File: src/rtl/dmem_port_arbiter.sv
`default_nettype none
// ============================================================================
// Module   : dmem_port_arbiter
// Purpose  : Shares the data-memory port between the CPU Mem stage and an
//            external master, inserting WAIT_STATES cycles per access.
// Revision : 1.0
// ============================================================================
module dmem_port_arbiter #(
   parameter int WAIT_STATES = 2
) (
   input  logic        clk,
   input  logic        reset_n,
   input  logic        cpu_req,
   input  logic        cpu_we,
   input  logic [31:0] cpu_addr,
   input  logic [31:0] cpu_wdata,
   output logic [31:0] cpu_rdata,
   output logic        cpu_done,
   output logic        cpu_stall,
   input  logic        ext_req,
   input  logic        ext_we,
   input  logic [31:0] ext_addr,
   input  logic [31:0] ext_wdata,
   output logic [31:0] ext_rdata,
   output logic        ext_done,
   output logic [31:0] mem_addr,
   output logic [31:0] mem_wdata,
   output logic        mem_re,
   output logic        mem_we,
   input  logic [31:0] mem_rdata,
   output logic        grant_ext
);

   localparam logic [3:0] C_WAIT = 4'(WAIT_STATES);

   typedef enum logic [1:0] {
      S_IDLE   = 2'd0,
      S_ACCESS = 2'd1,
      S_DONE   = 2'd2
   } state_t;

   state_t      r_state;
   logic [3:0]  r_count;
   logic        r_owner_ext;
   logic        r_last_ext;
   logic        r_we;
   logic [31:0] r_addr;
   logic [31:0] r_wdata;
   logic [31:0] r_cpu_rdata;
   logic [31:0] r_ext_rdata;
   logic        r_mem_re;
   logic        r_mem_we;
   logic        r_cpu_done;
   logic        r_ext_done;
   logic        r_grant_ext;

   logic        w_grant_cpu;
   logic        w_grant_ext;
   logic        w_sel_we;
   logic [31:0] w_sel_addr;
   logic [31:0] w_sel_wdata;

   // Round-robin: on a tie the port that was not served last wins.
   always_comb begin
      w_grant_cpu = cpu_req & (~ext_req | r_last_ext);
      w_grant_ext = ext_req & (~cpu_req | ~r_last_ext);
      w_sel_we    = w_grant_ext ? ext_we    : cpu_we;
      w_sel_addr  = w_grant_ext ? ext_addr  : cpu_addr;
      w_sel_wdata = w_grant_ext ? ext_wdata : cpu_wdata;
   end

   always_ff @(posedge clk or negedge reset_n) begin
      if (!reset_n) begin
         r_state     <= S_IDLE;
         r_count     <= 4'd0;
         r_owner_ext <= 1'b0;
         r_last_ext  <= 1'b1;
         r_we        <= 1'b0;
         r_addr      <= 32'd0;
         r_wdata     <= 32'd0;
         r_cpu_rdata <= 32'd0;
         r_ext_rdata <= 32'd0;
         r_mem_re    <= 1'b0;
         r_mem_we    <= 1'b0;
         r_cpu_done  <= 1'b0;
         r_ext_done  <= 1'b0;
         r_grant_ext <= 1'b0;
      end else begin
         r_cpu_done <= 1'b0;
         r_ext_done <= 1'b0;
         r_mem_we   <= 1'b0;
         case (r_state)
            S_IDLE: begin
               if (w_grant_cpu | w_grant_ext) begin
                  r_owner_ext <= w_grant_ext;
                  r_last_ext  <= w_grant_ext;
                  r_grant_ext <= w_grant_ext;
                  r_we        <= w_sel_we;
                  r_addr      <= w_sel_addr;
                  r_wdata     <= w_sel_wdata;
                  r_count     <= C_WAIT;
                  r_mem_re    <= 1'b1;
                  // With no wait states the first access cycle is also the last.
                  r_mem_we    <= w_sel_we & (C_WAIT == 4'd0);
                  r_state     <= S_ACCESS;
               end
            end
            S_ACCESS: begin
               if (r_count != 4'd0) begin
                  r_count  <= r_count - 4'd1;
                  r_mem_we <= r_we & (r_count == 4'd1);
               end else begin
                  r_mem_re <= 1'b0;
                  if (!r_we) begin
                     if (r_owner_ext) r_ext_rdata <= mem_rdata;
                     else             r_cpu_rdata <= mem_rdata;
                  end
                  r_cpu_done <= ~r_owner_ext;
                  r_ext_done <= r_owner_ext;
                  r_state    <= S_DONE;
               end
            end
            S_DONE: begin
               r_state <= S_IDLE;
            end
            default: begin
               r_state <= S_IDLE;
            end
         endcase
      end
   end

   assign cpu_rdata = r_cpu_rdata;
   assign ext_rdata = r_ext_rdata;
   assign cpu_done  = r_cpu_done;
   assign ext_done  = r_ext_done;
   assign cpu_stall = cpu_req & ~r_cpu_done;
   assign mem_addr  = r_addr;
   assign mem_wdata = r_wdata;
   assign mem_re    = r_mem_re;
   assign mem_we    = r_mem_we;
   assign grant_ext = r_grant_ext;

endmodule
`default_nettype wire

File: config.mk
export PLATFORM = sky130hd
export DESIGN_NAME = dmem_port_arbiter
export DESIGN_NICKNAME = d
export VERILOG_FILES = /design/src/rtl/dmem_port_arbiter.sv
export SDC_FILE = /design/constraint.sdc
export NUM_CORES = 1
export LEC_CHECK = 0
export ABC_AREA = 1
export ABC_CLOCK_PERIOD_IN_PS = 1350
export BUFFER_PORTS_ARGS = -buffer_cell sky130_fd_sc_hd__buf_2
export CAP_MARGIN = 20
export CELL_PAD_IN_SITES_DETAIL_PLACEMENT = 0
export CELL_PAD_IN_SITES_GLOBAL_PLACEMENT = 1
export CORE_UTILIZATION = 29
export CTS_CLUSTER_DIAMETER = 120
export DETAILED_ROUTE_END_ITERATION = 8
export GPL_TIMING_DRIVEN = 1
export PLACE_DENSITY = 0.84
export SLEW_MARGIN = 0
export SYNTH_ARGS = -nofsm -noshare
export SYNTH_HDL_FRONTEND = slang
export SYNTH_SLANG_ARGS = --single-unit
File: constraint.sdc
create_clock -name clk -period 1.35 [get_ports clk]
set_clock_uncertainty 0.1 [all_clocks]
set_input_delay 0.135 -clock clk [delete_from_list [all_inputs] [get_ports clk]]
set_output_delay 0.135 -clock clk [all_outputs]
set_load 0.03 [all_outputs]
==> results.md <==
- Status: finished, violations left
- Failing checks: negative setup slack
- Final setup violating endpoints: 103
- Worst-Margin Slew: 0.317 ns
- Crit path top cell by count: o21ai_1
- Fill count: 1,796
- Worst Setup Slack, final: -0.113 ns
- Wire length on met2: 11,900 um
- Netlist cell types: 22
- Area leader, netlist: dfrtp_1
- RSZ-0062 raised after global routing: true
- Worst VDD drop: 1.25 mV
- Initial antenna violation count: 0
- Hold WC Path Type: primary input to async pin
- Fin. max-slew vios: 0
- Mapped Area: 0.00606 mm^2
- Final Cycle Share: 108%
- CTS tree: built
- Initial Util: 29.8%
- Core Area: 0.0204 mm^2
- Gpl congestion: 0.820
- Register Area: 0.00353 mm^2
- Clk slew on worst S/H paths: 0.07 ns
- Final Hold Fails: 0
- GRT Residual Overflow: 0
- Dominant cells by area after synthesis: dfrtp_1 58%, nand2_1 17%, o21ai_1 9.8%
- Number of buffers added on ports: 299
- Clk buf depth: 2
- Fin area: 0.0109 mm^2
- Headroom to the max-slew limit: 78.9%
- Die Span Y: 147 um
- Worst-Skew Late Latency: 0.42 ns
- Pint: 0.0141 W
- Syn. warnings: 0
- Ant diodes: 0
- Ratio of total power to cell area: 2420 mW/mm^2
- Crit path buf inv count: 2
- Avg Inst Size Synth: 8.68 um^2
- Critical path fanouts, max: 14
- Crit path cell chain: nor2_4 -> o21ai_4 -> clkinv_4 -> buf_6 -> o21ai_1 -> o21ai_1
- Vias: 6,914
- Area of the multi-input gates: 0.00249 mm^2
- #FFs+latches synth: 141
- Flop2flop setup slack: -0.11 ns
- Post-route antenna net violation count: 0
- Proportion of layout cells with a drive suffix above 1: 39.0%
- Post-Syn Instances: 698
- Placed Cells: 1,257
- Sequential element share of the synthesized area: 58.2%
- Num Clock Sinks: 141
- Post-DP HPWL: 14,100 um
- Drt wl/cell: 16.3 um
- Syn nets: 867
- Largest net degree at the start of global routing: 66
- Vias in the first global route: 6,884
- Residual DRC: 0
- Min Tclk post-route: 1.46 ns
- Syn-to-layout area delta: 79.2%
- Top cell type's share of synthesized area: 57.8%
- Row cnt: 52
- First-pass GRT wire length: 36,000 um
- DIE AREA: 0.0215 mm^2
- Clock root cell: clkbuf_16
- WL met1: 9670 um
- Top Layer Used: met4
- DR iter-0 viols: 332
- CP endpoint kind: flop
- Required @ worst endpoint: 1.58 ns
- Sw Ratio: 46.2%
- Final nets: 1,352
- Fmax achieved: 684 MHz
- CP top delay family: flip-flops
- NetSw: 0.0121 W
- Die width: 147 um
- Vias per cell: 4.72
- CTS buffer count: 17
- Slowest stage delay, CP: 0.42 ns
- Worst setup SP type: flop
- Sequential Power Share: 29.4%
- Length of the first detailed-routing pass in iterations: 5
- Max-cap violation count: 0
- Met3 WL: 1680 um
- Io pins: 300
- Clock share of power: 19.0%
- Combinational Power Share: 51.6%
- Placed cell area: 0.00806 mm^2
- Leakage power: 5.44 nW
- Arrival @ worst endpoint: 1.69 ns
- Total GRT Usage: 21.2%
- H-tree depth: 4
- Routed Wire Length: 23,800 um
- Crit Path Category: flop to flop
- Max stage delay cell, worst path: dfrtp_1
- Non-filler cells, final: 1,465
==> kinds of logic after synthesis <==
family	count (synthesis)	share of synthesized area [%]
buf+inv	59	5.47
flops	141	58.2
fa+ha+maj	3	0.619
simple gates	293	18.7
xor+xnor	1	0.145
compound gates	201	16.8
==> cells in the mapped netlist, drive strengths merged <==
cell and n:
dfrtp 140, nand2 273, ha 3, dfstp 1, nor2 14, nand4 1, buf 34, nand3 5
xnor2 1, inv 11, o21ai 136, a21oi 65, clkbuf 14
==> power groups by stage <==
stage / Sequential, W / Clock [W] / Combinational, W
4_1_cts: 0.00757 / 0.00511 / 0.0125
6_report: 0.00770 / 0.00499 / 0.0136
5_1_grt: 0.00794 / 0.00527 / 0.0146
3_3_place_gp: 0.00754 / 0 / 0.0118
2_1_floorplan: 0.0114 / 0 / 0.00390
3_5_place_dp: 0.00758 / 0 / 0.0119
==> cell usage in the layout, fill, tap and decap left out, types with 3 or more instances in the layout <==
cell type      instances
clkinv_2               4
o21ai_4                3
inv_6                  3
nand3_1                4
buf_6                  9
buf_2                296
buf_12                13
bufinv_16              4
nor2_1                 8
buf_4                 23
dlygate4sd3_1        163
o21ai_2               11
o21ai_1              121
dfrtp_1              138
buf_8                  5
inv_1                  5
nand2_4               13
a21oi_1               64
inv_2                  3
nand2_1              221
nor2_4                 4
nand2_2               39
clkbuf_16             21
==> what timing repair did <==
action / CTS / global route
hold buffers: 163 / 0
setup endpoints to repair: 135 / 137
setup buffers: 1 / 7
resized for setup: 19 / 109
pin swaps: 4 / 24
endpoints found under the hold margin: 269 / 0
cloned: 0 / 6
==> layer usage <==
metal	track usage, %	vias to the layer above
met1	26.5	3246
met3	6.03	44
met5	0	-
met2	35.4	361
li1	-	3263
met4	6.46	0
==> area by class of cell <==
cell class                 count  share of cell area (%)
timing repair buffer         514                    35.3
sequential                   141                    32.5
clock inverter                14                    1.75
multi-input combinational    498                    23.0
clock buffer                  17                    3.92
inverter                      11                   0.472
tap                          270                    3.11
==> state kept, by name, summed over array words and instances (netlist names) <==
| signal | cells |
|---|---|
| cpu_rdata | 32 |
| r_state | 2 |
| mem_we | 1 |
| r_we | 1 |
| mem_re | 1 |
| mem_wdata | 32 |
| mem_addr | 32 |
| grant_ext | 1 |
| ext_done | 1 |
| cpu_done | 1 |
| r_last_ext | 1 |
| r_count | 4 |
| ext_rdata | 32 |
==> path summary, 6_finish.rpt <==
kind / startpoint / end / cells after the start
max in group asynchronous: reset_n / r_last_ext$_DFFE_PN1P_ / 3
setup / recovery: r_state[0]$_DFFE_PN0P_ / mem_addr[12]$_DFFE_PN0P_ / 6
hold / removal: reset_n / mem_addr[23]$_DFFE_PN0P_ / 2
setup reg to reg: r_state[0]$_DFFE_PN0P_ / mem_addr[12]$_DFFE_PN0P_ / 6
hold reg to reg: ext_rdata[18]$_DFFE_PN0P_ / ext_rdata[18]$_DFFE_PN0P_ / 2
min in group clk: ext_req / r_last_ext$_DFFE_PN1P_ / 4
==> stage by stage <==
step                setup WS, ns  total power, W  setup TNS, ns  hold WS [ns]  utilization, %
floorplan                -0.0315          0.0153          -1.77        -0.261               -
global placement          -0.122          0.0193          -6.28       -0.0667            39.6
detailed placement        -0.134          0.0195          -8.68       -0.0672            39.6
CTS                      -0.0844          0.0252          -4.47        0.0552            51.0
global route              -0.177          0.0278         -15.63        0.0739            53.3
finish                    -0.113          0.0262          -5.31        0.0687            53.3
Power figures use the tool's default switching activity.
